File: src/rtl/pass_pkg.sv
// Shared constants and helpers for the pass_pipe pipeline and its bench.
package pass_pkg;

    localparam int DEF_WIDTH = 8;
    localparam int DEF_DEPTH = 3;

    function automatic int occ_w(input int depth);
        return $clog2(depth + 1);
    endfunction

endpackage

File: src/rtl/pass_stage.sv
// One pipeline stage: a valid bit plus a payload register that only loads real words.
module pass_stage
    import pass_pkg::*;
#(
    parameter int WIDTH = DEF_WIDTH
) (
    input  logic             clock,
    input  logic             reset_n,
    input  logic             load,
    input  logic             in_v,
    input  logic [WIDTH-1:0] in_d,
    output logic             out_v,
    output logic [WIDTH-1:0] out_d
);

    logic             v_q, v_d;
    logic [WIDTH-1:0] d_q, d_d;

    // Bubbles update the valid bit only, so the payload stays quiet when idle.
    always_comb begin
        v_d = load ? in_v : v_q;
        d_d = (load && in_v) ? in_d : d_q;
    end

    // NOTE: sequential state uses non-blocking assignments so every stage
    // samples its neighbour's pre-edge value; the data register is reset too,
    // so out_data reads 0 rather than X straight after reset.
    always_ff @(posedge clock or negedge reset_n) begin
        if (!reset_n) begin
            v_q <= 1'b0;
            d_q <= '0;
        end else begin
            v_q <= v_d;
            d_q <= d_d;
        end
    end

    assign out_v = v_q;
    assign out_d = d_q;

endmodule

File: src/rtl/pass_pipe.sv
// DEPTH-stage valid/ready pipeline with bubble collapse and an occupancy counter.
// Optional synchronous flush port when PASS_PIPE_FLUSH_EN is defined.
module pass_pipe
    import pass_pkg::*;
#(
    parameter int WIDTH = DEF_WIDTH,
    parameter int DEPTH = DEF_DEPTH
) (
    input  logic                      clock,
    input  logic                      reset_n,
    input  logic                      in_valid,
    output logic                      in_ready,
    input  logic [WIDTH-1:0]          in_data,
    output logic                      out_valid,
    input  logic                      out_ready,
    output logic [WIDTH-1:0]          out_data,
    output logic [occ_w(DEPTH)-1:0]   occupancy
`ifdef PASS_PIPE_FLUSH_EN
    ,
    input  logic                      flush
`endif
);

    localparam int OCC_W = occ_w(DEPTH);

    if (DEPTH < 1) begin : g_depth_chk
        $error("pass_pipe: DEPTH must be at least 1");
    end

    logic             flush_act;
    logic [DEPTH-1:0] v, rdy, ld, src_v;
    logic [WIDTH-1:0] d     [DEPTH];
    logic [WIDTH-1:0] src_d [DEPTH];
    logic             in_fire, out_fire;
    logic [OCC_W-1:0] occ_q, occ_d;

`ifdef PASS_PIPE_FLUSH_EN
    assign flush_act = flush;
`else
    assign flush_act = 1'b0;
`endif

    // An empty stage always accepts, which is what collapses bubbles under stall.
    always_comb begin
        rdy            = '0;
        rdy[DEPTH-1]   = !v[DEPTH-1] || out_ready;
        for (int i = DEPTH - 2; i >= 0; i--) begin
            rdy[i] = !v[i] || rdy[i+1];
        end
    end

    // Flush forces every stage to load a bubble; payloads are left untouched.
    // NOTE: every signal written here gets a value first, so no latch is inferred.
    always_comb begin
        src_v    = '0;
        ld       = '0;
        src_v[0] = in_valid && !flush_act;
        src_d[0] = in_data;
        for (int i = 1; i < DEPTH; i++) begin
            src_v[i] = v[i-1] && !flush_act;
            src_d[i] = d[i-1];
        end
        for (int i = 0; i < DEPTH; i++) begin
            ld[i] = rdy[i] || flush_act;
        end
    end

    for (genvar i = 0; i < DEPTH; i++) begin : g_stage
        pass_stage #(.WIDTH(WIDTH)) u_stage (
            .clock   (clock),
            .reset_n (reset_n),
            .load    (ld[i]),
            .in_v    (src_v[i]),
            .in_d    (src_d[i]),
            .out_v   (v[i]),
            .out_d   (d[i])
        );
    end

    assign in_ready  = rdy[0] && !flush_act;
    assign out_valid = v[DEPTH-1] && !flush_act;
    assign out_data  = d[DEPTH-1];
    assign in_fire   = in_valid && in_ready;
    assign out_fire  = out_valid && out_ready;

    always_comb begin
        occ_d = occ_q;
        if (flush_act) begin
            occ_d = '0;
        end else if (in_fire && !out_fire) begin
            occ_d = occ_q + OCC_W'(1);
        end else if (out_fire && !in_fire) begin
            occ_d = occ_q - OCC_W'(1);
        end
    end

    always_ff @(posedge clock or negedge reset_n) begin
        if (!reset_n) begin
            occ_q <= '0;
        end else begin
            occ_q <= occ_d;
        end
    end

    assign occupancy = occ_q;

endmodule

File: config.mk
export PLATFORM = sky130hd
export DESIGN_NAME = pass_pipe
export DESIGN_NICKNAME = d
export VERILOG_FILES = /design/src/rtl/pass_pkg.sv /design/src/rtl/pass_stage.sv /design/src/rtl/pass_pipe.sv
export SDC_FILE = /design/constraint.sdc
export NUM_CORES = 1
export LEC_CHECK = 0
export CAP_MARGIN = 5
export CORE_UTILIZATION = 60
export CTS_CLUSTER_SIZE = 24
export DETAILED_ROUTE_END_ITERATION = 12
export DONT_BUFFER_PORTS = 1
export PLACE_DENSITY_LB_ADDON = 0.2
export REMOVE_ABC_BUFFERS = 1
export SETUP_SLACK_MARGIN = 0.2
export SLEW_MARGIN = 10
export SYNTH_ARGS = -nofsm -noshare
export SYNTH_HDL_FRONTEND = slang
export SYNTH_SLANG_ARGS = --single-unit
File: constraint.sdc
create_clock -name clock -period 2.1 [get_ports clock]
set_input_delay 0.63 -clock clock [delete_from_list [all_inputs] [get_ports clock]]
set_output_delay 0.63 -clock clock [all_outputs]
set_load 0.01 [all_outputs]
==> results of run 1 <==
per-stage QoR:
step	hold WS, ns	setup WS [ns]
finish	0.1159	0.4774
global placement	0.3349	0.3582
global route	0.1013	0.3756
detailed placement	0.3351	0.3129
CTS	0.1035	0.4612
floorplan	0.3344	0.4118
where the power goes:
part / internal (W) / switching [W] / total [W]
Combinational: 0.000143 / 0.0000810 / 0.000224
Clock: 0.000284 / 0.000181 / 0.000465
Sequential: 0.000712 / 0.000138 / 0.000850
Total: 0.00114 / 0.000400 / 0.00154
final cells by class:
type,instances,area (sq um),area share
sequential,29,725.7,0.5709
tap,25,31.28,0.02461
clock buffer,7,55.05,0.04331
clock inverter,1,30.03,0.02362
inverter,1,3.754,0.002953
timing repair buffer,1,20.02,0.01575
multi-input combinational,39,405.4,0.3189
synthesized netlist by cell type:
cell      count
mux2_2       24
ha_1          1
nand2b_1      2
nand4b_4      1
buf_4         8
nand2_4       2
nand2_1       1
nor2_1        1
nand3b_1      1
xor2_1        2
nand2_2       1
xnor2_1       1
inv_1         1
or2b_1        1
dfrtp_1      29
or2b_2        1
layer usage:
layer  up-vias  part of all wire  global-route usage
li1        256                 -                   -
met1       285              0.41              0.1959
met2        20              0.49              0.2778
met3         8             0.066             0.07843
met4         0             0.038              0.1714
met5         -                 0                   0
registers in the layout, indices dropped and copies added, names as in the netlist:
signal and cells:
g_stage.u_stage.out_d 24, occupancy 2, g_stage.u_stage.out_v 3
cells in the final DEF, fill, tap and decap left out:
master,synthesis,final
buf_12,0,1
bufinv_16,0,1
clkbuf_1,0,1
clkbuf_4,0,5
clkbuf_8,0,1
dfrtp_1,29,29
ha_1,1,1
inv_1,1,1
mux2_2,24,24
nand2_1,1,1
nand2_2,1,1
nand2_4,2,2
nand2b_1,2,2
nand3b_1,1,1
nand4b_4,1,1
nor2_1,1,1
or2b_1,1,1
or2b_2,1,1
xnor2_1,1,1
xor2_1,2,2
cells by family after synthesis:
group,Yosys count
buffers and inverters,9
adders and majority gates,1
muxes,24
and+or+nand+nor,11
DFF,29
xor gates and xnor gates,3
worst paths after layout:
check / start / endpoint / slack, ns / depth (start not counted)
worst max-delay path: g_stage[2].u_stage.out_v / in_ready / 0.48 / 1
worst min-delay path: reset_n / g_stage[2].u_stage.out_d[0] / 0.12 / 1
worst max register to register: g_stage[2].u_stage.out_v / occupancy[1] / 0.49 / 7
worst min register to register: g_stage[1].u_stage.out_d[2] / g_stage[1].u_stage.out_d[2] / 0.50 / 1
max in group asynchronous: reset_n / occupancy[0] / 1.83 / 1
min in group clock: in_valid / g_stage[0].u_stage.out_v / 0.42 / 1
==> results.cfg, run 1 <==
[die]
die-height_um = 46.63
start_util = 0.6632
io_pins = 24
fp.dieArea_sq_um = 2174
num_rows = 15
coreArea_sq_um = 1802
die_w_um = 46.63

[final_layout]
nNetsFinal = 90
fillers = 135
drive_above_1_share = 0.4744
final_cell_area_sq_um = 1271
layoutNonFillerInstCount = 103
antenna-diode-count = 0
area_delta_synth_final_pct = 6.388
final_core_util = 0.7056

[timing]
finalCriticalPeriod_ns = 1.623
skew_ns = 0.005950
rsz0062_at_grt = false
hold_viol = 0
tightest_slew_ns = 0.2600
finalSetupViolations = 0
setup_tns_ns = 0
maxSlewViolCount = 0
timing.final.crit_share = 0.7727
max_clock_freq_mhz = 616.3
relSlewSlack = 0.8267

[critical_path]
worstPathArrival_ns = 0.99
critPathTopFamily = flip-flops
crit_type = register to primary output
worst_setup_path_end_kind = primary output
slowest_delay_ns = 0.49
cp.required_ns = 1.47
cp_slowest_cell = dfrtp_1
crit_chain = nand4b_4
cp_max_fo = 5
crit_buf_inv = 0
startpoint_type = register

[grt]
grt_pass1_vias = 554
grt_pass1_wl_mm = 2.463
grtUsageTotal = 0.1863
overflow = 0
antenna_found_initial = 0
grt_start_max_net_pins = 30

[power]
peakVddDrop_mv = 0.7388
total_power_w = 0.001540
powerDensity_nw_per_um2 = 1211
p_leak_nw = 0.5626

[outcome]
status = complete, no violations

[routing]
avgViaCountPerCell = 5.524
ant_nets = 0
drc = 0
dr.pass1.iters = 2
routed_wl_mm = 1.570
wl_per_cell_um = 15.24
drt_iter0_markers = 5
vias = 569

[synth]
netlist_top_cells_area = dfrtp_1 61%, mux2_2 23%, buf_4 5.0%, nand4b_4 2.0%, nand2_4 1.9%
syn_inst = 77
yosysUniqueCellTypes = 16
synth.largest_area_cell = dfrtp_1
ys_seq_elements = 29
ys_seq_area_frac = 0.6073
synth_compound_area_frac = 0
synth_xor_area_frac = 0.02199
synthMuxAreaShare = 0.2262
avgSynthCellArea_sq_um = 15.52
synth_top_family_by_area = multiplexers
yosys_warnings = 0
netlist_area_sq_um = 1195
yosys.area_share.simple = 0.08063
synth_fa_ha_area_frac = 0.01047
synth_top_area_share = 0.6073

[clock_tree]
cts_setup_buffers = 0
cts.root.buffer_cell = clkbuf_4
clk_path_buf_depth = 2
cts_hold_buf = 1
cts_resized = 0
htree_levels = 2
cts.clk_slew.worst_paths_ns = 0.09
cts_buffers = 5
cts.sinks = 29
insertion_delay_ns = 0.32
cts_tree = built

[run]
drv_cap = 0

[place]
dp.cells = 94
numPortBuffers = 0
dp_hpwl_mm = 1.056
place_congestion = 0.6021
placed_area_sq_um = 1166

[hold_path]
hold_class = input port to async pin
(Power assumes the default switching activity.)
==> run 2: changes to the inputs <==
==> constraint.sdc (replaced) <==
create_clock -name clock -period 1.7 [get_ports clock]
set_input_delay 0.51 -clock clock [delete_from_list [all_inputs] [get_ports clock]]
set_output_delay 0.51 -clock clock [all_outputs]
set_load 0.01 [all_outputs]
==> run 2 against run 1 <==
  * Clock skew fell by 0.0021 ns
  * Hold slack improved by 0.19 ns
  * Sequential cell count did not move
  * Critical path depth did not move
  * Non-clock buffer count rose by 5
  * Global-route usage fell by 1.1 points
  * Die area did not move
  * Sequential share of layout area fell by 1.1 points
  * Count of clock-buffer cells in the layout did not move
  * Largest power group unchanged
  * Highest routed layer unchanged
==> results.cfg, run 2 (synthesis results as in run 1) <==
[timing]
setup_tns_ns = 0
finalSetupViolations = 0
max_clock_freq_mhz = 714.9
timing.final.crit_share = 0.8228
hold_viol = 0
worst_slack_ns = 0.3013
maxSlewViolCount = 0
relSlewSlack = 0.8545
rsz0062_at_grt = false
tightest_slew_ns = 0.2175
finalCriticalPeriod_ns = 1.399
skew_ns = 0.003809

[routing]
drc = 0
dr.pass1.iters = 3
drt_iter0_markers = 2
avgViaCountPerCell = 5.444
wl_per_cell_um = 14.49
vias = 588
routed_wl_mm = 1.565
ant_nets = 0

[die]
start_util = 0.6632
num_rows = 15
io_pins = 24
coreArea_sq_um = 1802
die-height_um = 46.63
die_w_um = 46.63
fp.dieArea_sq_um = 2174

[place]
place_ws_ns = 0.1122
place_congestion = 0.6978
numPortBuffers = 0
placed_area_sq_um = 1181
dp_hpwl_mm = 1.036

[clock_tree]
cts_buffers = 5
clk_path_buf_depth = 2
cts_tree = built
cts.sinks = 29
insertion_delay_ns = 0.30
htree_levels = 2
cts.clk_slew.worst_paths_ns = 0.08
cts.root.buffer_cell = clkbuf_4

[final_layout]
antenna-diode-count = 0
final_cell_area_sq_um = 1301
regArea_sq_um = 728.2
drive_above_1_share = 0.5422
multi_input_area_sq_um = 407.9
final_common_cell = dfrtp_1
nNetsFinal = 95
largest_reg_flops = 24
area_delta_synth_final_pct = 8.901
final_cell_mix = 27 x dfrtp_1, 24 x mux2_2, 5 x clkbuf_4
fillers = 132

[critical_path]
worst_setup_path_end_kind = primary output
worstPathArrival_ns = 0.89
startpoint_type = register
ff2ff_path_depth = 7
crit_buf_inv = 1
r2r_setup_slack_ns = 0.31
slowest_delay_ns = 0.42
crit_chain = buf_4
critPathTopFamily = flip-flops
cp_slowest_cell = dfrtp_1
cp_max_fo = 4
rr_startpoint = g_stage[0].u_stage.out_v
reg2reg_to = occupancy[1]
cp.required_ns = 1.19
crit_type = register to primary output

[hold_path]
hold_start = in_valid
hold_end = g_stage[0].u_stage.out_v
min_path_cells = 1
hold_class = input port to register

[grt]
overflow = 0
grt_pass1_vias = 577
grt_pass1_wl_mm = 2.456
antenna_found_initial = 0
grtUsageTotal = 0.1749
grt_start_max_net_pins = 30

[outcome]
status = complete, no violations

[run]
drv_cap = 0

[power]
powerDensity_nw_per_um2 = 1384
peakVddDrop_mv = 0.8808
p_leak_nw = 0.5754
-- run 2: power by group --
part / switching, W / leakage, nW / total (W) / internal (W)
clock network: 0.000213 / 0.0413 / 0.000452 / 0.000239
logic: 0.000109 / 0.201 / 0.000299 / 0.000189
registers: 0.000170 / 0.334 / 0.00105 / 0.000880
total: 0.000493 / 0.575 / 0.00180 / 0.00131
-- run 2: stage by stage --
stage | utilization | hold slack, ns | instances | total power (W)
after floorplan | - | 0.2144 | 69 | 0.001268
after global placement | 0.6556 | 0.2150 | 96 | 0.001320
after detailed placement | 0.6556 | 0.2151 | 96 | 0.001338
after CTS | 0.7056 | 0.002081 | 105 | 0.001816
after global routing | 0.7222 | 0.2771 | 108 | 0.001912
final | 0.7222 | 0.3108 | 108 | 0.001802
-- run 2: worst max path at each step --
stage                                   from            to  slack [ns]  cells after the start
floorplan                          out_ready  occupancy[1]        0.13                      7
global placement                   out_ready  occupancy[1]        0.17                      7
detailed placement                 out_ready  occupancy[1]        0.11                      7
CTS                 g_stage[0].u_stage.out_v  occupancy[1]        0.22                      7
global route        g_stage[0].u_stage.out_v  occupancy[1]        0.20                      7
finish              g_stage[2].u_stage.out_v     out_valid        0.30                      1
-- run 2: metal layers --
| layer | vias to the layer above | track usage | routed length (um) | part of all wire |
|---|---|---|---|---|
| met4 | 0 | 0.1029 | 13 | 0.0083 |
| li1 | 268 | - | - | - |
| met2 | 20 | 0.2806 | 747 | 0.48 |
| met3 | 2 | 0.08235 | 109 | 0.070 |
| met1 | 298 | 0.1858 | 694 | 0.44 |
| met5 | - | 0 | 0 | 0 |
-- run 2: repair_timing --
| item | in CTS | in global routing |
|---|---|---|
| setup endpoints to repair | 0 | 1 |
| hold buffers | 1 | 1 |
| resized for setup | 0 | 3 |
| hold endpoints to repair | 29 | 6 |
| setup buffers | 0 | 2 |
-- run 2: final cells by class --
type                       instances  area share
tap                               25     0.02404
clock inverter                     1    0.003846
inverter                           1    0.002885
multi-input combinational         39      0.3135
clock buffer                       7     0.05000
timing repair buffer               6     0.04615
sequential                        29      0.5596
-- run 2: worst reg2reg max path, delay by kind of cell, from the launching register on --
kind,cells,cell delay [ns]
xor gates and xnor gates,2,0.31
adders and majority gates,1,0.17
buffers and inverters,1,0.04
DFF,1,0.42
and+or+nand+nor,3,0.38
